**src/rtl/regfile_wb_pkg.sv**
```systemverilog
// Shared types and constants for the register-file writeback arbiter.
// Optional WB_BYPASS_EN adds a write-to-read forwarding path in the top.
package regfile_wb_pkg;

  localparam int DATA_W   = 32;
  localparam int ADDR_W   = 5;
  localparam int NUM_REGS = 32;

  typedef struct packed {
    logic [ADDR_W-1:0] rd;
    logic [DATA_W-1:0] data;
  } wb_req_t;

  typedef enum logic {
    SRC_ALU = 1'b0,
    SRC_MEM = 1'b1
  } wb_src_e;

  function automatic wb_src_e other_src(input wb_src_e s);
    return (s == SRC_ALU) ? SRC_MEM : SRC_ALU;
  endfunction

  // Register 0 is hardwired, so it never gets a scoreboard bit.
  function automatic logic [NUM_REGS-1:0] reg_onehot(input logic [ADDR_W-1:0] r);
    logic [NUM_REGS-1:0] v;
    v = '0;
    if (r != '0) v[r] = 1'b1;
    return v;
  endfunction

endpackage

```
**src/rtl/regfile_writeback_arbiter_if.sv**
```systemverilog
// Bus bundle between the execute/memory producers, issue logic and the writeback arbiter.
// The WB_BYPASS_EN macro adds the forwarding read ports.
interface regfile_writeback_arbiter_if #(
  parameter int FIFO_DEPTH = 4
);
  import regfile_wb_pkg::*;

  // Producers: a request transfers on a clock edge where valid & ready are both high;
  // while valid is high and ready is low the producer holds rd/data stable.
  logic              alu_valid;
  logic              alu_ready;
  logic [ADDR_W-1:0] alu_rd;
  logic [DATA_W-1:0] alu_data;
  logic              mem_valid;
  logic              mem_ready;
  logic [ADDR_W-1:0] mem_rd;
  logic [DATA_W-1:0] mem_data;

  logic              issue_valid;
  logic [ADDR_W-1:0] issue_rd;

  logic [NUM_REGS-1:0] pending_mask;
  logic                reg_write;
  logic [ADDR_W-1:0]   write_reg;
  logic [DATA_W-1:0]   write_data;

  logic [$clog2(FIFO_DEPTH):0] dbg_alu_count;
  logic [$clog2(FIFO_DEPTH):0] dbg_mem_count;
  wb_src_e                     dbg_prio;

`ifdef WB_BYPASS_EN
  logic [ADDR_W-1:0] read_reg1;
  logic [ADDR_W-1:0] read_reg2;
  logic [DATA_W-1:0] rf_data1;
  logic [DATA_W-1:0] rf_data2;
  logic [DATA_W-1:0] read_data1;
  logic [DATA_W-1:0] read_data2;
`endif

  modport master (
    output alu_valid, alu_rd, alu_data, mem_valid, mem_rd, mem_data,
    output issue_valid, issue_rd,
    input  alu_ready, mem_ready, pending_mask, reg_write, write_reg, write_data,
    input  dbg_alu_count, dbg_mem_count, dbg_prio
`ifdef WB_BYPASS_EN
    , output read_reg1, read_reg2, rf_data1, rf_data2
    , input  read_data1, read_data2
`endif
  );

  modport slave (
    input  alu_valid, alu_rd, alu_data, mem_valid, mem_rd, mem_data,
    input  issue_valid, issue_rd,
    output alu_ready, mem_ready, pending_mask, reg_write, write_reg, write_data,
    output dbg_alu_count, dbg_mem_count, dbg_prio
`ifdef WB_BYPASS_EN
    , input  read_reg1, read_reg2, rf_data1, rf_data2
    , output read_data1, read_data2
`endif
  );

endinterface

```
**src/rtl/regfile_writeback_arbiter_wb_fifo.sv**
```systemverilog
// Synchronous FIFO of writeback requests; wrapping pointers plus an occupancy count.
// Push on full and pop on empty are ignored.
module wb_fifo
  import regfile_wb_pkg::*;
#(
  parameter int FIFO_DEPTH = 4
) (
  input  logic                        clock,
  input  logic                        reset,
  input  logic                        i_push,
  input  wb_req_t                     i_push_data,
  input  logic                        i_pop,
  output wb_req_t                     o_pop_data,
  output logic                        o_full,
  output logic                        o_empty,
  output logic [$clog2(FIFO_DEPTH):0] o_count
);

  localparam int PTR_W = $clog2(FIFO_DEPTH);
  localparam logic [PTR_W:0] FULL_CNT = FIFO_DEPTH[PTR_W:0];

  wb_req_t          r_mem [FIFO_DEPTH];
  logic [PTR_W-1:0] r_wr_ptr;
  logic [PTR_W-1:0] r_rd_ptr;
  logic [PTR_W:0]   r_count;

  logic w_push;
  logic w_pop;

  assign o_full     = (r_count == FULL_CNT);
  assign o_empty    = (r_count == '0);
  assign o_count    = r_count;
  assign o_pop_data = r_mem[r_rd_ptr];

  assign w_push = i_push & ~o_full;
  assign w_pop  = i_pop & ~o_empty;

  // Storage needs no reset: entries are only visible through the count.
  always_ff @(posedge clock) begin
    if (w_push) r_mem[r_wr_ptr] <= i_push_data;
  end

  always_ff @(posedge clock or posedge reset) begin
    if (reset) begin
      r_wr_ptr <= '0;
      r_rd_ptr <= '0;
      r_count  <= '0;
    end else begin
      if (w_push) r_wr_ptr <= r_wr_ptr + 1'b1;
      if (w_pop)  r_rd_ptr <= r_rd_ptr + 1'b1;
      case ({w_push, w_pop})
        2'b10:   r_count <= r_count + 1'b1;
        2'b01:   r_count <= r_count - 1'b1;
        default: r_count <= r_count;
      endcase
    end
  end

endmodule

```
**src/rtl/regfile_writeback_arbiter.sv**
```systemverilog
// Writeback front end: per-producer FIFOs, round-robin arbiter, registered write port,
// pending-write scoreboard. Define WB_BYPASS_EN for write-to-read forwarding.
module regfile_writeback_arbiter
  import regfile_wb_pkg::*;
#(
  parameter int FIFO_DEPTH = 4
) (
  input  logic                        clock,
  input  logic                        reset,
  regfile_writeback_arbiter_if.slave  wb_bus
);

  logic                        w_alu_full, w_alu_empty, w_alu_push, w_alu_pop;
  logic                        w_mem_full, w_mem_empty, w_mem_push, w_mem_pop;
  logic [$clog2(FIFO_DEPTH):0] w_alu_count, w_mem_count;
  wb_req_t                     w_alu_head, w_mem_head, w_alu_in, w_mem_in, w_head;

  logic                        w_any;
  logic                        w_two_way;
  wb_src_e                     w_grant;
  wb_src_e                     r_prio;

  logic                        r_reg_write;
  logic [ADDR_W-1:0]           r_write_reg;
  logic [DATA_W-1:0]           r_write_data;

  logic [NUM_REGS-1:0]         r_pending;
  logic [NUM_REGS-1:0]         w_set;
  logic [NUM_REGS-1:0]         w_clr;

  // Writes to x0 complete the handshake but are dropped before the FIFO.
  assign w_alu_push = wb_bus.alu_valid & ~w_alu_full & (wb_bus.alu_rd != '0);
  assign w_mem_push = wb_bus.mem_valid & ~w_mem_full & (wb_bus.mem_rd != '0);
  assign w_alu_in   = '{rd: wb_bus.alu_rd, data: wb_bus.alu_data};
  assign w_mem_in   = '{rd: wb_bus.mem_rd, data: wb_bus.mem_data};

  wb_fifo #(.FIFO_DEPTH(FIFO_DEPTH)) u_alu_fifo (
    .clock       (clock),
    .reset       (reset),
    .i_push      (w_alu_push),
    .i_push_data (w_alu_in),
    .i_pop       (w_alu_pop),
    .o_pop_data  (w_alu_head),
    .o_full      (w_alu_full),
    .o_empty     (w_alu_empty),
    .o_count     (w_alu_count)
  );

  wb_fifo #(.FIFO_DEPTH(FIFO_DEPTH)) u_mem_fifo (
    .clock       (clock),
    .reset       (reset),
    .i_push      (w_mem_push),
    .i_push_data (w_mem_in),
    .i_pop       (w_mem_pop),
    .o_pop_data  (w_mem_head),
    .o_full      (w_mem_full),
    .o_empty     (w_mem_empty),
    .o_count     (w_mem_count)
  );

  always_comb begin
    w_two_way = 1'b0;
    w_grant   = SRC_ALU;
    w_any     = ~w_alu_empty | ~w_mem_empty;
    if (~w_alu_empty && ~w_mem_empty) begin
      w_two_way = 1'b1;
      w_grant   = r_prio;
    end else if (~w_mem_empty) begin
      w_grant   = SRC_MEM;
    end
    w_alu_pop = w_any & (w_grant == SRC_ALU);
    w_mem_pop = w_any & (w_grant == SRC_MEM);
    w_head    = (w_grant == SRC_MEM) ? w_mem_head : w_alu_head;
  end

  // Priority only moves on contested cycles, so a lone producer never loses its turn.
  always_ff @(posedge clock or posedge reset) begin
    if (reset)          r_prio <= SRC_ALU;
    else if (w_two_way) r_prio <= other_src(w_grant);
  end

  always_ff @(posedge clock or posedge reset) begin
    if (reset) begin
      r_reg_write  <= 1'b0;
      r_write_reg  <= '0;
      r_write_data <= '0;
    end else if (w_any) begin
      r_reg_write  <= 1'b1;
      r_write_reg  <= w_head.rd;
      r_write_data <= w_head.data;
    end else begin
      r_reg_write  <= 1'b0;
    end
  end

  assign w_set = wb_bus.issue_valid ? reg_onehot(wb_bus.issue_rd) : '0;
  assign w_clr = r_reg_write ? reg_onehot(r_write_reg) : '0;

  // Set is applied after clear so a re-issue in the commit cycle keeps the bit.
  always_ff @(posedge clock or posedge reset) begin
    if (reset) r_pending <= '0;
    else       r_pending <= (r_pending & ~w_clr) | w_set;
  end

  assign wb_bus.alu_ready     = ~w_alu_full;
  assign wb_bus.mem_ready     = ~w_mem_full;
  assign wb_bus.pending_mask  = r_pending;
  assign wb_bus.reg_write     = r_reg_write;
  assign wb_bus.write_reg     = r_write_reg;
  assign wb_bus.write_data    = r_write_data;
  assign wb_bus.dbg_alu_count = w_alu_count;
  assign wb_bus.dbg_mem_count = w_mem_count;
  assign wb_bus.dbg_prio      = r_prio;

`ifdef WB_BYPASS_EN
  assign wb_bus.read_data1 = (r_reg_write && (r_write_reg == wb_bus.read_reg1) && (wb_bus.read_reg1 != '0))
                             ? r_write_data : wb_bus.rf_data1;
  assign wb_bus.read_data2 = (r_reg_write && (r_write_reg == wb_bus.read_reg2) && (wb_bus.read_reg2 != '0))
                             ? r_write_data : wb_bus.rf_data2;
`endif

endmodule

```
**src/flat_wrapper.sv**
```systemverilog
// flat-port wrapper written by rule: the top's interface ports become plain ports
module regfile_writeback_arbiter_flat import regfile_wb_pkg::*;
#(
  parameter int FIFO_DEPTH = 4
)
  (clock, reset, wb_bus_alu_valid, wb_bus_alu_rd, wb_bus_alu_data, wb_bus_mem_valid, wb_bus_mem_rd, wb_bus_mem_data, wb_bus_issue_valid, wb_bus_issue_rd, wb_bus_alu_ready, wb_bus_mem_ready, wb_bus_pending_mask, wb_bus_reg_write, wb_bus_write_reg, wb_bus_write_data, wb_bus_dbg_alu_count, wb_bus_dbg_mem_count, wb_bus_dbg_prio);
  regfile_writeback_arbiter_if #(.FIFO_DEPTH(FIFO_DEPTH)) wb_bus_i ();
  input  logic clock;
  input  logic reset;
  input wire logic [$bits(wb_bus_i.alu_valid)-1:0] wb_bus_alu_valid;
  input wire logic [$bits(wb_bus_i.alu_rd)-1:0] wb_bus_alu_rd;
  input wire logic [$bits(wb_bus_i.alu_data)-1:0] wb_bus_alu_data;
  input wire logic [$bits(wb_bus_i.mem_valid)-1:0] wb_bus_mem_valid;
  input wire logic [$bits(wb_bus_i.mem_rd)-1:0] wb_bus_mem_rd;
  input wire logic [$bits(wb_bus_i.mem_data)-1:0] wb_bus_mem_data;
  input wire logic [$bits(wb_bus_i.issue_valid)-1:0] wb_bus_issue_valid;
  input wire logic [$bits(wb_bus_i.issue_rd)-1:0] wb_bus_issue_rd;
  output wire logic [$bits(wb_bus_i.alu_ready)-1:0] wb_bus_alu_ready;
  output wire logic [$bits(wb_bus_i.mem_ready)-1:0] wb_bus_mem_ready;
  output wire logic [$bits(wb_bus_i.pending_mask)-1:0] wb_bus_pending_mask;
  output wire logic [$bits(wb_bus_i.reg_write)-1:0] wb_bus_reg_write;
  output wire logic [$bits(wb_bus_i.write_reg)-1:0] wb_bus_write_reg;
  output wire logic [$bits(wb_bus_i.write_data)-1:0] wb_bus_write_data;
  output wire logic [$bits(wb_bus_i.dbg_alu_count)-1:0] wb_bus_dbg_alu_count;
  output wire logic [$bits(wb_bus_i.dbg_mem_count)-1:0] wb_bus_dbg_mem_count;
  output wire logic [$bits(wb_bus_i.dbg_prio)-1:0] wb_bus_dbg_prio;
  assign wb_bus_i.alu_valid = wb_bus_alu_valid;
  assign wb_bus_i.alu_rd = wb_bus_alu_rd;
  assign wb_bus_i.alu_data = wb_bus_alu_data;
  assign wb_bus_i.mem_valid = wb_bus_mem_valid;
  assign wb_bus_i.mem_rd = wb_bus_mem_rd;
  assign wb_bus_i.mem_data = wb_bus_mem_data;
  assign wb_bus_i.issue_valid = wb_bus_issue_valid;
  assign wb_bus_i.issue_rd = wb_bus_issue_rd;
  assign wb_bus_alu_ready = wb_bus_i.alu_ready;
  assign wb_bus_mem_ready = wb_bus_i.mem_ready;
  assign wb_bus_pending_mask = wb_bus_i.pending_mask;
  assign wb_bus_reg_write = wb_bus_i.reg_write;
  assign wb_bus_write_reg = wb_bus_i.write_reg;
  assign wb_bus_write_data = wb_bus_i.write_data;
  assign wb_bus_dbg_alu_count = wb_bus_i.dbg_alu_count;
  assign wb_bus_dbg_mem_count = wb_bus_i.dbg_mem_count;
  assign wb_bus_dbg_prio = wb_bus_i.dbg_prio;
  regfile_writeback_arbiter #(.FIFO_DEPTH(FIFO_DEPTH)) u_core (.clock(clock), .reset(reset), .wb_bus(wb_bus_i));
endmodule
```
**config.mk**
```make
export PLATFORM = sky130hd
export DESIGN_NAME = regfile_writeback_arbiter_flat
export DESIGN_NICKNAME = d
export VERILOG_FILES = /design/src/rtl/regfile_wb_pkg.sv /design/src/rtl/regfile_writeback_arbiter_if.sv /design/src/rtl/regfile_writeback_arbiter_wb_fifo.sv /design/src/rtl/regfile_writeback_arbiter.sv /design/src/flat_wrapper.sv
export SDC_FILE = /design/constraint.sdc
export NUM_CORES = 1
export LEC_CHECK = 0
export BUFFER_PORTS_ARGS = -buffer_cell sky130_fd_sc_hd__buf_2
export CORE_UTILIZATION = 50
export CTS_CLUSTER_SIZE = 12
export DETAILED_ROUTE_END_ITERATION = 10
export PLACE_DENSITY = 0.7
export SETUP_SLACK_MARGIN = 0.5
export SYNTH_ARGS = -nofsm -noshare
export SYNTH_HDL_FRONTEND = slang
export SYNTH_SLANG_ARGS = --single-unit
```
**constraint.sdc**
```tcl
create_clock -name clock -period 3.85 [get_ports clock]
set_input_delay 0.77 -clock clock [delete_from_list [all_inputs] [get_ports clock]]
set_output_delay 0.77 -clock clock [all_outputs]
set_load 0.005 [all_outputs]
```
# ---- After elaboration in Yosys (flattened, before gate mapping)
# Memories as Yosys holds them, arrays and structs flattened.
# Cells that the tools add are included.
dict set report word_totals {
  regBits 85
  memories 2
  wordCells 81
  ram_bits 296
  out_inout_bits 79
  input_bits 84
}
dict set report classes {
  n_reduce_logical 11
  n_mux 20
  n_bitwise 19
  n_eq_ne 6
  order_cmp 4
  n_addsub 8
}
# memory depth word_bits rd rd_clocked_by_memory_dff wr line
set mem_list {}
lappend mem_list {u_core.u_alu_fifo.r_mem 4 37 1 0 1 regfile_writeback_arbiter_wb_fifo.sv:22} ;# wb_req_t r_mem [FIFO_DEPTH];
lappend mem_list {u_core.u_mem_fifo.r_mem 4 37 1 0 1 regfile_writeback_arbiter_wb_fifo.sv:22}
# operator count
set ops {}
lappend ops {{2-to-1 mux 32 bit} 4}
lappend ops {{2-to-1 mux 37 bit} 1}
lappend ops {{AND 32 bit} 1}
lappend ops {{inverter 32 bit} 1}
lappend ops {{OR 32 bit} 1}
lappend ops {{nonzero test 5 bit} 4}
lappend ops {{less-than comparator 5 x 6 -> 1 bit (second input constant)} 2}
lappend ops {{case mux 3 bit (2 select lines)} 2}
lappend ops {{2-to-1 mux 1 bit} 11}
lappend ops {{AND 1 bit} 10}
lappend ops {{demux 1 bit (select 5 bit)} 2}
lappend ops {{greater-or-equal comparator 5 x 1 -> 1 bit (second input constant)} 2}
lappend ops {{adder 2 x 1 -> 2 bit (second input constant)} 4}
lappend ops {{adder 3 x 1 -> 3 bit (second input constant)} 2}
lappend ops {{equality test 3 bit (second input constant)} 2}
lappend ops {{zero test 3 bit} 2}
lappend ops {{subtractor 3 x 1 -> 3 bit (second input constant)} 2}
lappend ops {{inverter 1 bit} 5}
lappend ops {{equality test 2 x 1 -> 1 bit (second input constant)} 2}
lappend ops {{equality test 2 bit (second input constant)} 2}
lappend ops {{nonzero test 2 bit} 2}
lappend ops {{logical AND 1 bit} 3}
lappend ops {{OR 1 bit} 1}

# ---- Longest topological paths before layout
# Gate-level depths: netlist (run 1).
dict set report depth {
  word_depth 9
  ltp_mapped 11
  ltp_nobuf 9
}

# ---- By module
# A second synthesis (run 1) with hierarchy kept.
dict set report unflattened {
  hier_cells 724
  hier_area_um2 14570.2
}
# mod area_per_inst_um2 n_inst cells_per_inst
set by_module_without_submodules {}
lappend by_module_without_submodules {wb_fifo 5759.3 2 231}
lappend by_module_without_submodules {regfile_writeback_arbiter 3051.7 1 262}

# ---- Worst setup path after synthesis (run 1)
# No wires, ideal clock.
dict set report synth_path {
  path_type {input-to-reg}
  startpoint {input wb_bus_mem_rd[0]}
  endpoint {register u_core.u_mem_fifo.r_count[2], in the netlist u_core.u_mem_fifo.o_count[2]}
  required_time_ns 3.771
  slack_ns 1.185
  cell_stages 9
  setup_ns 0.079
  n_path_buf 0
  t_arrival_ns 2.586
  cell_sequence {or4_1 -> o211a_2 -> inv_1 -> ha_1 -> inv_1 -> fa_1 -> xor2_1 -> nor2_1 -> xor2_1}
}
dict set report synth_via {
  elab_chain_len 5
}
# element line
set synth_rtl {}
lappend synth_rtl {{from (decl)} flat_wrapper.sv:14} ;# input wire logic [$bits(wb_bus_i.mem_rd)-1:0] wb_bus_mem_rd;
lappend synth_rtl {{nonzero test 5 bit *} regfile_writeback_arbiter.sv:33} ;# assign w_mem_push = wb_bus.mem_valid & ~w_mem_full & (wb_bus.mem_rd != '0);
lappend synth_rtl {{AND 1 bit *} regfile_writeback_arbiter.sv:33}
lappend synth_rtl {{AND 1 bit *} regfile_writeback_arbiter_wb_fifo.sv:35} ;# assign w_push = i_push & ~o_full;
lappend synth_rtl {{equality test 2 x 1 -> 1 bit / equality test 2 bit (equally long branches)} regfile_writeback_arbiter_wb_fifo.sv:51} ;# case ({w_push, w_pop})
lappend synth_rtl {{case mux 3 bit (2 select lines) / nonzero test 2 bit (equally long branches)} -}
lappend synth_rtl {{to (signal assigned)} regfile_writeback_arbiter_wb_fifo.sv:52} ;# 2'b10: r_count <= r_count + 1'b1;
lappend synth_rtl {{to (signal assigned)} regfile_writeback_arbiter_wb_fifo.sv:53} ;# 2'b01: r_count <= r_count - 1'b1;
lappend synth_rtl {{to (signal assigned)} regfile_writeback_arbiter_wb_fifo.sv:54} ;# default: r_count <= r_count;
lappend synth_rtl {{to (decl)} regfile_writeback_arbiter_wb_fifo.sv:25} ;# logic [PTR_W:0] r_count;
# Mark *: on every way between the ends. The rest lies on a longest branch, timed or not.
# A chain may end at the register's enable or synchronous reset.

# ---- Final worst setup path (run 1)
dict set report layout_path {
  startpoint {register u_core.u_alu_fifo.r_count[1], in the netlist u_core.u_alu_fifo.o_count[1]}
  endpoint {register u_core.u_mem_fifo.r_count[2], in the netlist u_core.u_mem_fifo.o_count[2]}
}
dict set report layout_via {
  elab_chain_len 8
}
# element line
set layout_rtl {}
lappend layout_rtl {{from (decl)} regfile_writeback_arbiter_wb_fifo.sv:25}
lappend layout_rtl {{from (signal assigned)} regfile_writeback_arbiter_wb_fifo.sv:52}
lappend layout_rtl {{from (signal assigned)} regfile_writeback_arbiter_wb_fifo.sv:53}
lappend layout_rtl {{from (signal assigned)} regfile_writeback_arbiter_wb_fifo.sv:54}
lappend layout_rtl {{zero test 3 bit *} regfile_writeback_arbiter_wb_fifo.sv:31} ;# assign o_empty = (r_count == '0);
lappend layout_rtl {{inverter 1 bit *} {regfile_writeback_arbiter.sv:64, regfile_writeback_arbiter.sv:65}}
lappend layout_rtl {{logical AND 1 bit} regfile_writeback_arbiter.sv:65} ;# if (~w_alu_empty && ~w_mem_empty) begin
lappend layout_rtl {{2-to-1 mux 1 bit} regfile_writeback_arbiter.sv:65}
lappend layout_rtl {{AND 1 bit *} regfile_writeback_arbiter.sv:72} ;# w_mem_pop = w_any & (w_grant == SRC_MEM);
lappend layout_rtl {{AND 1 bit *} regfile_writeback_arbiter_wb_fifo.sv:36} ;# assign w_pop = i_pop & ~o_empty;
lappend layout_rtl {{named net u_core.u_mem_fifo.w_pop} regfile_writeback_arbiter_wb_fifo.sv:28} ;# logic w_pop;
lappend layout_rtl {{equality test 2 x 1 -> 1 bit / equality test 2 bit (equally long branches)} regfile_writeback_arbiter_wb_fifo.sv:51}
lappend layout_rtl {{case mux 3 bit (2 select lines) / nonzero test 2 bit (equally long branches)} -}
# Mark *: on every way through the listed nets, which the timed path passes. The rest lies on a longest branch.

==> summary.md, run 1 <==
| Metric | Value |
|---|---|
| Maximum vdd drop | 472 uV |
| Die Span Y | 174 um |
| Met1 usage | 28.5% |
| Register area share after synthesis | 74.3% |
| # DRC | 0 |
| Gr usage total | 21.2% |
| Pins Over Slew Limit | 0 |
| FP Rows | 62 |
| Starting Density | 51.2% |
| CP Data Required Time | 4.29 ns |
| First-pass DRT Iterations | 5 |
| Final Power | 0.0143 W |
| CP peak stage delay | 0.68 ns |
| Met2 GRT Util | 35.6% |
| Worst skew pair latency | 0.53 ns |
| Pre-CTS setup slack | 0.871 ns |
| Commonest non-fill, non-tap cell in the layout | edfxtp_1 |
| Initial detailed-routing violation count | 740 |
| Netlist cell types | 34 |
| Worst Setup SP | u_core.u_alu_fifo.o_count[1]$_DFFE_PP0P_ |
| Grt ovf | 0 |
| GRT busiest layer | met2 |
| Met3 GRT Util | 3.92% |
| Final setup viols | 0 |
| Nature of the critical path endpoint | flop |
| Vias | 8262 |
| PortBufs | 162 |
| Top flop regs | u_core.u_alu_fifo.r_mem x148, u_core.u_mem_fifo.r_mem x148 |
| First-pass GRT wire length | 48300 um |
| Final net count | 1076 |
| Critical path arrival | 2.94 ns |
| Die W | 174 um |
| Routed wire per std cell | 22.8 um |
| Warnings from Yosys | 0 |
| Postcts setup bufs | 0 |
| Inst Count DP | 1322 |
| Largest net degree at the start of global routing | 60 |
| Synthesis-stage register bit count | 381 |
| Worst path slowest cell | nor3_4 |
| Num CTS Buffers | 40 |
| CTS H-tree depth | 2 |
| IO Pins | 163 |
| Worst Tran Pin Value | 1.24 ns |
| Clock sink total | 381 |
| Critical path type | reg -> reg |
| Most frequent cells in the layout | edfxtp_1, buf_2, nand3_1 |
| Post_cts resized | 0 |
| Crit share post-route | 65.0% |
| Reg2reg start | u_core.u_alu_fifo.o_count[1]$_DFFE_PP0P_ |
| HP Class | in -> async |
| Synthesis-to-layout area growth | 16.5% |
| Worst-path clk slew | 0.06 ns |
| Vias in the first global route | 8164 |
| Final setup margin | 1.35 ns |
| Final Wtd Congestion | 0.855 |
| Startpoint types | flop |
| Fin cells | 1395 |
| Skew final | 0.0177 ns |
| Final ANT Viol Nets | 0 |
| Drt via density | 5.92 |
| Die footprint | 0.0303 mm^2 |
| CTS tree | yes |
| Final worst path period need | 2.50 ns |
| PwrDens | 827 mW/mm^2 |
| Syn nets | 904 |
| Root Driver | clkbuf_16 |
| Initial antenna violation count | 3 |
| Std-Cell Core Area | 0.0289 mm^2 |
| Crit path cell chain | nor3_4, o21ai_1, inv_1, ha_1, inv_1, fa_1, xor2_1, nor2_1, xor2_1 |
| CP Max Fanout | 20 |
| Dpl hpwl | 20100 um |
| Status | completed |
| Share of layout cells above drive strength 1 | 32.2% |
| Finished Cell Area | 0.0173 mm^2 |
| MaxCap Viol Count | 0 |
| Maximum root-to-sink buffer count | 3 |
| Ant diodes | 0 |
| Mapped cell area | 0.0148 mm^2 |
| Leak Pwr | 6.17 nW |
| Max Fclk | 400 MHz |
| Unrepaired setup endpoints after global routing | no |
| Detailed Route WL | 31800 um |
| Reg2Reg Setup Slack | 1.35 ns |
| Placed standard-cell area | 0.0160 mm^2 |
| Gate Count Post-Synth | 808 |
| Average size of a mapped cell | 18.3 um^2 |
| CTS Hold Bufs | 0 |
| Setup TNS | 0 ns |
| Rel. slew slack | 17.2% |
| Hold Vio Cnt, Final | 0 |
==> cell type report <==
cell class | count | area, um^2
Clock buffer | 62 | 1140
Clock inverter | 11 | 80.1
Fill cell | 2162 | 11700
Inverter | 14 | 53.8
Multi-Input combinational cell | 367 | 3570
Sequential cell | 381 | 11000
Tap cell | 384 | 480
Timing Repair Buffer | 176 | 916
==> routing by layer <==
| layer | up-vias | wire (um) |
|---|---|---|
| met4 | 6 | 884 |
| met1 | 4209 | 12900 |
| li1 | 3630 | - |
| met5 | - | 35 |
| met2 | 350 | 15900 |
| met3 | 67 | 2140 |
==> Yosys cell counts <==
cell type | number | area share [%]
nand3_1 | 116 | 3.9
clkbuf_1 | 21 | 0.53
dfrtp_1 | 85 | 14
o31a_1 | 1 | 0.059
nand3b_1 | 10 | 0.51
edfxtp_1 | 296 | 60
buf_2 | 15 | 0.51
buf_4 | 2 | 0.10
o21ai_1 | 1 | 0.034
and2_1 | 8 | 0.34
buf_1 | 6 | 0.15
o211a_1 | 1 | 0.068
buf_6 | 2 | 0.15
or3_1 | 4 | 0.17
nor3_1 | 1 | 0.034
nand2_1 | 4 | 0.10
or4_1 | 2 | 0.10
mux2_4 | 1 | 0.10
o31ai_1 | 1 | 0.051
a32oi_1 | 37 | 2.2
mux4_2 | 74 | 11
mux2i_1 | 1 | 0.068
o211a_2 | 1 | 0.068
or3b_2 | 9 | 0.53
fa_1 | 2 | 0.27
mux2_2 | 1 | 0.076
inv_1 | 14 | 0.35
nor3_2 | 1 | 0.068
xnor2_1 | 8 | 0.47
xor2_1 | 5 | 0.30
o21ai_0 | 63 | 2.1
nor2_1 | 4 | 0.10
o211ai_1 | 1 | 0.051
ha_1 | 10 | 0.84
==> per-stage QoR <==
step / hold WS (ns) / util, %
final: 0.353 / 59.7
after global routing: 0.388 / 59.7
after CTS: 0.377 / 59.7
after detailed placement: 0.364 / 55.4
after global placement: 0.361 / 55.4
after floorplan: 0.452 / -
==> worst paths after layout <==
path	endpoint	cells past startpoint
worst min register to register	u_core.wb_bus.pending_mask[0]$_DFF_PP0_	0
max in group asynchronous	u_core.wb_bus.write_data[15]$_DFFE_PP0N_	3
worst min-delay path	u_core.wb_bus.pending_mask[0]$_DFF_PP0_	2
worst max-delay path	u_core.u_mem_fifo.o_count[2]$_DFFE_PP0P_	9
worst max register to register	u_core.u_mem_fifo.o_count[2]$_DFFE_PP0P_	9
min in group clock	u_core.wb_bus.pending_mask[0]$_DFF_PP0_	0
==> where the power goes <==
part           switching [W]  internal [W]  total [W]
Clock                0.00150       0.00211    0.00361
Sequential          0.000672       0.00563    0.00630
Combinational        0.00248       0.00189    0.00437
==> worst max-delay path: cells and delay by family, from the launching register on <==
kind / cells / cell delay [ns]
flops: 1 / 0.46
xor+xnor: 2 / 0.30
fa+ha+maj: 2 / 0.55
simple gates: 2 / 0.79
buf+inv: 2 / 0.16
compound gates: 1 / 0.18
==> cell families after synthesis <==
kind of cell	Yosys count	synth area share [%]
AOI/OAI and AO/OA	106	4.64
xor gates and xnor gates	13	0.768
adders and majority gates	12	1.11
buffers and inverters	60	1.80
DFF	381	74.3
muxes	77	11.5
and+or+nand+nor	159	5.87
(Power assumes the default switching activity.)
==> run 2, diff against run 1 <==
- clock period: 3.85 -> 2.39 ns (I/O delays scaled with it)
==> run 2 against run 1 <==
- count of clock-buffer cells in the layout rose by 5
- maximum frequency grew 20%
- design area is 6.0% higher
- combinational power up 100%
- routed wire length is 13% higher
- clock power up 63%
- via count is 7.2% higher
- critical path depth unchanged
- critical endpoint is now u_core.u_alu_fifo.o_count[2]$_DFFE_PP0P_
- largest power group unchanged
==> summary.md, run 2 (same netlist as run 1, synthesis figures left out) <==
| Metric | Value |
|---|---|
| Status | completed |
| Starting Density | 51.2% |
| Routed wire per std cell | 24.4 um |
| Most frequent cells in the layout | edfxtp_1, buf_2, nand3_1 |
| CTS H-tree depth | 2 |
| Die W | 174 um |
| Vias | 8854 |
| Pre-CTS setup slack | -0.126 ns |
| Die footprint | 0.0303 mm^2 |
| CP Data Required Time | 2.82 ns |
| Post-layout util | 63.2% |
| First-pass GRT wire length | 51600 um |
| Nature of the critical path endpoint | flop |
| Dpl hpwl | 20400 um |
| Top flop regs | u_core.u_alu_fifo.r_mem x148, u_core.u_mem_fifo.r_mem x148 |
| Root Driver | clkbuf_16 |
| Startpoint types | flop |
| Fill count | 2030 |
| CP Max Fanout | 3 |
| Worst path slowest cell | dfrtp_2 |
| Footprint of the multi-input gates | 0.00369 mm^2 |
| Max Fclk | 479 MHz |
| HP Class | in -> async |
| Worst Tran Pin Value | 0.509 ns |
| Final worst path period need | 2.09 ns |
| Pins Over Slew Limit | 0 |
| Grt ovf | 0 |
| Unrepaired setup endpoints after global routing | yes |
| CTS tree | yes |
| CP peak stage delay | 0.41 ns |
| Rel. slew slack | 66.0% |
| Skew final | 0.0200 ns |
| Synthesis-to-layout area growth | 23.5% |
| Initial detailed-routing violation count | 767 |
| Num CTS Buffers | 40 |
| Drt via density | 6.04 |
| Clock sink total | 381 |
| Critical path arrival | 2.52 ns |
| Crit path cell chain | or3b_4, o211a_1, inv_1, ha_2, inv_2, fa_2, xor2_1, nor2_1, xor2_1 |
| Largest net degree at the start of global routing | 86 |
| Maximum vdd drop | 775 uV |
| Hold Vio Cnt, Final | 0 |
| PortBufs | 162 |
| MaxCap Viol Count | 0 |
| Commonest non-fill, non-tap cell in the layout | edfxtp_1 |
| Final Power | 0.0246 W |
| Std-Cell Core Area | 0.0289 mm^2 |
| First-pass DRT Iterations | 5 |
| Final ANT Viol Nets | 0 |
| Crit share post-route | 87.4% |
| Leak Pwr | 6.66 nW |
| CP delay by family, top | simple AND/OR/NAND/NOR gates |
| PwrDens | 1350 mW/mm^2 |
| IO Pins | 163 |
| Final setup viols | 0 |
| FP Rows | 62 |
| # DRC | 0 |
| Worst skew pair latency | 0.53 ns |
| Initial antenna violation count | 4 |
| Worst-path clk slew | 0.06 ns |
| Vias in the first global route | 8735 |
| Final setup margin | 0.300 ns |
| Die Span Y | 174 um |
| FF/Latch Area | 0.0110 mm^2 |
| Maximum root-to-sink buffer count | 3 |
| Critical path type | reg -> reg |
| Worst Path Buf+Inv | 2 |
| Detailed Route WL | 35800 um |
| Gr usage total | 23.1% |
| Share of layout cells above drive strength 1 | 38.4% |
| Final net count | 1145 |
| Final Wtd Congestion | 0.827 |
| Most common cell on crit path | xor2_1 |
-- run 2: layout make-up --
type	count	share of cell area [%]
Sequential cell	381	60.3
Multi-Input combinational cell	372	20.2
Timing Repair Buffer	240	9.76
Clock buffer	67	6.47
Tap cell	384	2.63
Clock inverter	6	0.376
Inverter	14	0.308
Antenna cell	2	0.0274
-- run 2: worst reg2reg max path, delay by kind of cell, from the launching register on --
family,cells,cell delay (ns)
AO/OA/AOI/OAI,1,0.14
XOR/XNOR,2,0.30
adder cells (fa/ha/maj),2,0.51
buffers and inverters,2,0.12
flip-flops,1,0.41
AND/OR/NAND/NOR,2,0.52
-- run 2: routing by layer --
layer,up-vias,part of all wire [%],GRT usage [%]
met1,4559,40,30.5
met3,80,8.1,5.23
li1,3781,-,-
met5,-,0.092,0
met4,4,3.6,8.95
met2,430,48,37.4
-- run 2: per-stage QoR --
step           std cells  TNS (ns)  cell area, um^2  hold WS, ns
6_report            1466         0            18300       0.0979
4_1_cts             1440         0            17900        0.110
3_5_place_dp        1347    -0.146            16400        0.364
3_3_place_gp        1347   -0.0898            16400        0.360
2_1_floorplan        808         0            14900        0.452
5_1_grt             1465         0            18300        0.135
-- run 2: path summary, 6_finish.rpt --
kind	from	to	slack, ns	cells past startpoint
setup / recovery	u_core.u_alu_fifo.o_count[1]$_DFFE_PP0P_	u_core.u_alu_fifo.o_count[2]$_DFFE_PP0P_	0.30	9
hold / removal	reset	u_core.wb_bus.pending_mask[0]$_DFF_PP0_	0.1	3
setup reg to reg	u_core.u_alu_fifo.o_count[1]$_DFFE_PP0P_	u_core.u_alu_fifo.o_count[2]$_DFFE_PP0P_	0.30	9
hold reg to reg	u_core.wb_bus.pending_mask[0]$_DFF_PP0_	u_core.wb_bus.pending_mask[0]$_DFF_PP0_	0.38	0
max in group asynchronous	reset	u_core.u_alu_fifo.r_rd_ptr[0]$_DFFE_PP0P_	1.86	3
min in group clock	wb_bus_alu_data[18]	u_core.u_alu_fifo.r_mem[2][18]$_DFFE_PP_	0.16	1
-- run 2: what timing repair did --
item                                    CTS  global route
pin swaps                                12             6
cloned                                    7            14
resized for setup                        25            12
hold buffers                              0             0
setup buffers                            13            10
endpoints found under the setup margin  299           166
-- run 2: report_power, final --
group	leakage [nW]	internal (W)	switching, W
combinational	2.34	0.00404	0.00469
sequential	3.71	0.00905	0.000941
clock	0.609	0.00349	0.00241
total	6.66	0.0166	0.00804
==> run 3, diff against run 2 <==
- CORE_ASPECT_RATIO: default -> 0.8
==> run 3 against run 2 <==
- clock power decreased by 7.1%
- maximum frequency increased by 1.7%
- power decreased by 4.9%
- cell count decreased by 3.1%
- design area decreased by 3.5%
- worst setup slack improved by 0.035 ns
- largest power group unchanged
- hold slack got worse by 0.026 ns
- largest cell class unchanged
==> summary.md, run 3 (same netlist as run 1, synthesis figures left out) <==
| Metric | Value |
|---|---|
| Worst skew pair latency | 0.53 ns |
| Status | completed |
| Pins Over Slew Limit | 0 |
| Rel. slew slack | 64.0% |
| Final ANT Viol Nets | 0 |
| Worst Tran Pin Value | 0.540 ns |
| Detailed Route WL | 33000 um |
| Maximum root-to-sink buffer count | 3 |
| Fin cells | 1420 |
| Final worst path period need | 2.05 ns |
| MaxCap Viol Count | 0 |
| Final net count | 1113 |
| Grt ovf | 0 |
| Startpoint types | flop |
| PwrDens | 1330 mW/mm^2 |
| Nature of the critical path endpoint | flop |
| Num CTS Buffers | 38 |
| Maximum vdd drop | 720 uV |
| Skew final | 0.0173 ns |
| CP Max Fanout | 5 |
| # DRC | 0 |
| Max Fclk | 487 MHz |
| Commonest non-fill, non-tap cell in the layout | edfxtp_1 |
| Worst path slowest cell | dfrtp_1 |
| Most common cell on crit path | xor2_1 |
| Crit path cell chain | o31a_1, nor2_4, buf_6, ha_4, inv_2, fa_2, xor2_1, nor2_1, xor2_1 |
| Worst-path clk slew | 0.06 ns |
| Largest net degree at the start of global routing | 86 |
| Crit share post-route | 86.0% |
| Vias | 8457 |
| First-pass GRT wire length | 50500 um |
| IO Pins | 163 |
| Hold Vio Cnt, Final | 0 |
| Final setup viols | 0 |
| Critical path arrival | 2.50 ns |
| Starting Density | 51.7% |
| Final Wtd Congestion | 0.832 |
| Initial antenna violation count | 4 |
| FP Rows | 55 |
| PortBufs | 162 |
| Drt via density | 5.96 |
| CTS H-tree depth | 2 |
| Routed wire per std cell | 23.3 um |
| Top flop regs | u_core.u_alu_fifo.r_mem x148, u_core.u_mem_fifo.r_mem x148 |
| CTS tree | yes |
| Dpl hpwl | 19900 um |
| Die footprint | 0.0303 mm^2 |
| Finished Cell Area | 0.0177 mm^2 |
| Vias in the first global route | 8402 |
| CP Data Required Time | 2.84 ns |
| CTS Hold Bufs | 0 |
| Critical path type | reg -> reg |
| Die Span Y | 156 um |
| Clock sink total | 381 |
| Leak Pwr | 6.35 nW |
| Most frequent cells in the layout | edfxtp_1, buf_2, nand3_1 |
| Inst Count DP | 1333 |
| First-pass DRT Iterations | 5 |
| Placed standard-cell area | 0.0163 mm^2 |
| Gr usage total | 22.4% |
| Share of layout cells above drive strength 1 | 35.6% |
| Synthesis-to-layout area growth | 19.1% |
| Root Driver | clkbuf_16 |
| Die W | 194 um |
| Unrepaired setup endpoints after global routing | yes |
| Initial detailed-routing violation count | 805 |
| CP peak stage delay | 0.42 ns |
| Std-Cell Core Area | 0.0287 mm^2 |
| Final Power | 0.0234 W |
| HP Class | in -> async |
-- run 3: cell types whose count changed in the layout (fill, tap and decap cells not counted), sizes merged --
cell    previous run  this run
inv               16        13
clkbuf            77        64
bufinv             1         0
diode              2         4
clkinv             2         5
buf              230       211
and2              13        12
-- run 3: worst max-delay path: cells and delay by family, from the launching register on --
kind	cells	cell delay, ns
buf+inv	2	0.16
flops	1	0.42
compound gates	1	0.37
simple gates	2	0.24
xor+xnor	2	0.31
fa+ha+maj	2	0.49
-- run 3: layer usage --
layer,vias up,track usage [%],wire length [um]
met1,4330,31.1,13700
met2,349,35.7,16000
li1,3707,-,-
met3,65,4.73,2510
met5,-,0,37
met4,6,6.95,799
-- run 3: metrics by stage --
step                setup slack (ns)  TNS [ns]  hold slack [ns]  util (%)
finish                         0.335         0           0.0718      61.5
global route                   0.263         0            0.110      61.5
CTS                            0.319         0            0.105      61.3
detailed placement            -0.104    -0.164            0.360      56.9
global placement             -0.0366   -0.0564            0.360      56.9
floorplan                     0.0384         0            0.452         -
-- run 3: final timing paths --
path,start,end,slack [ns],depth (start not counted)
setup / recovery,u_core.u_mem_fifo.o_count[2]$_DFFE_PP0P_,u_core.u_alu_fifo.o_count[2]$_DFFE_PP0P_,0.34,9
hold reg to reg,u_core.wb_bus.pending_mask[0]$_DFF_PP0_,u_core.wb_bus.pending_mask[0]$_DFF_PP0_,0.37,0
setup reg to reg,u_core.u_mem_fifo.o_count[2]$_DFFE_PP0P_,u_core.u_alu_fifo.o_count[2]$_DFFE_PP0P_,0.34,9
min in group clock,wb_bus_alu_data[19],u_core.u_alu_fifo.r_mem[1][19]$_DFFE_PP_,0.16,1
max in group asynchronous,reset,u_core.u_mem_fifo.r_rd_ptr[0]$_DFFE_PP0P_,1.88,3
hold / removal,reset,u_core.wb_bus.pending_mask[0]$_DFF_PP0_,0.07,3
-- run 3: timing repair --
item | 4_1_cts | 5_1_grt
cloned | 4 | 0
endpoints found under the setup margin | 180 | 6
buffers inserted | 6 | 4
gates resized for setup | 15 | 6
pin swaps | 14 | 8
-- run 3: power by group --
part	switching, W	internal, W	leakage [nW]
Clock	0.00236	0.00311	0.543
Sequential	0.000795	0.00903	3.71
Combinational	0.00450	0.00361	2.10
-- run 3: area by class of cell --
| cell class | instances | area (um^2) |
|---|---|---|
| Clock inverter | 5 | 45.0 |
| Multi-Input combinational cell | 371 | 3680 |
| Clock buffer | 64 | 1090 |
| Sequential cell | 381 | 11000 |
| Inverter | 14 | 56.3 |
| Timing Repair Buffer | 211 | 1300 |
| Fill cell | 2079 | 11000 |
| Antenna cell | 4 | 10.0 |
| Tap cell | 370 | 463 |
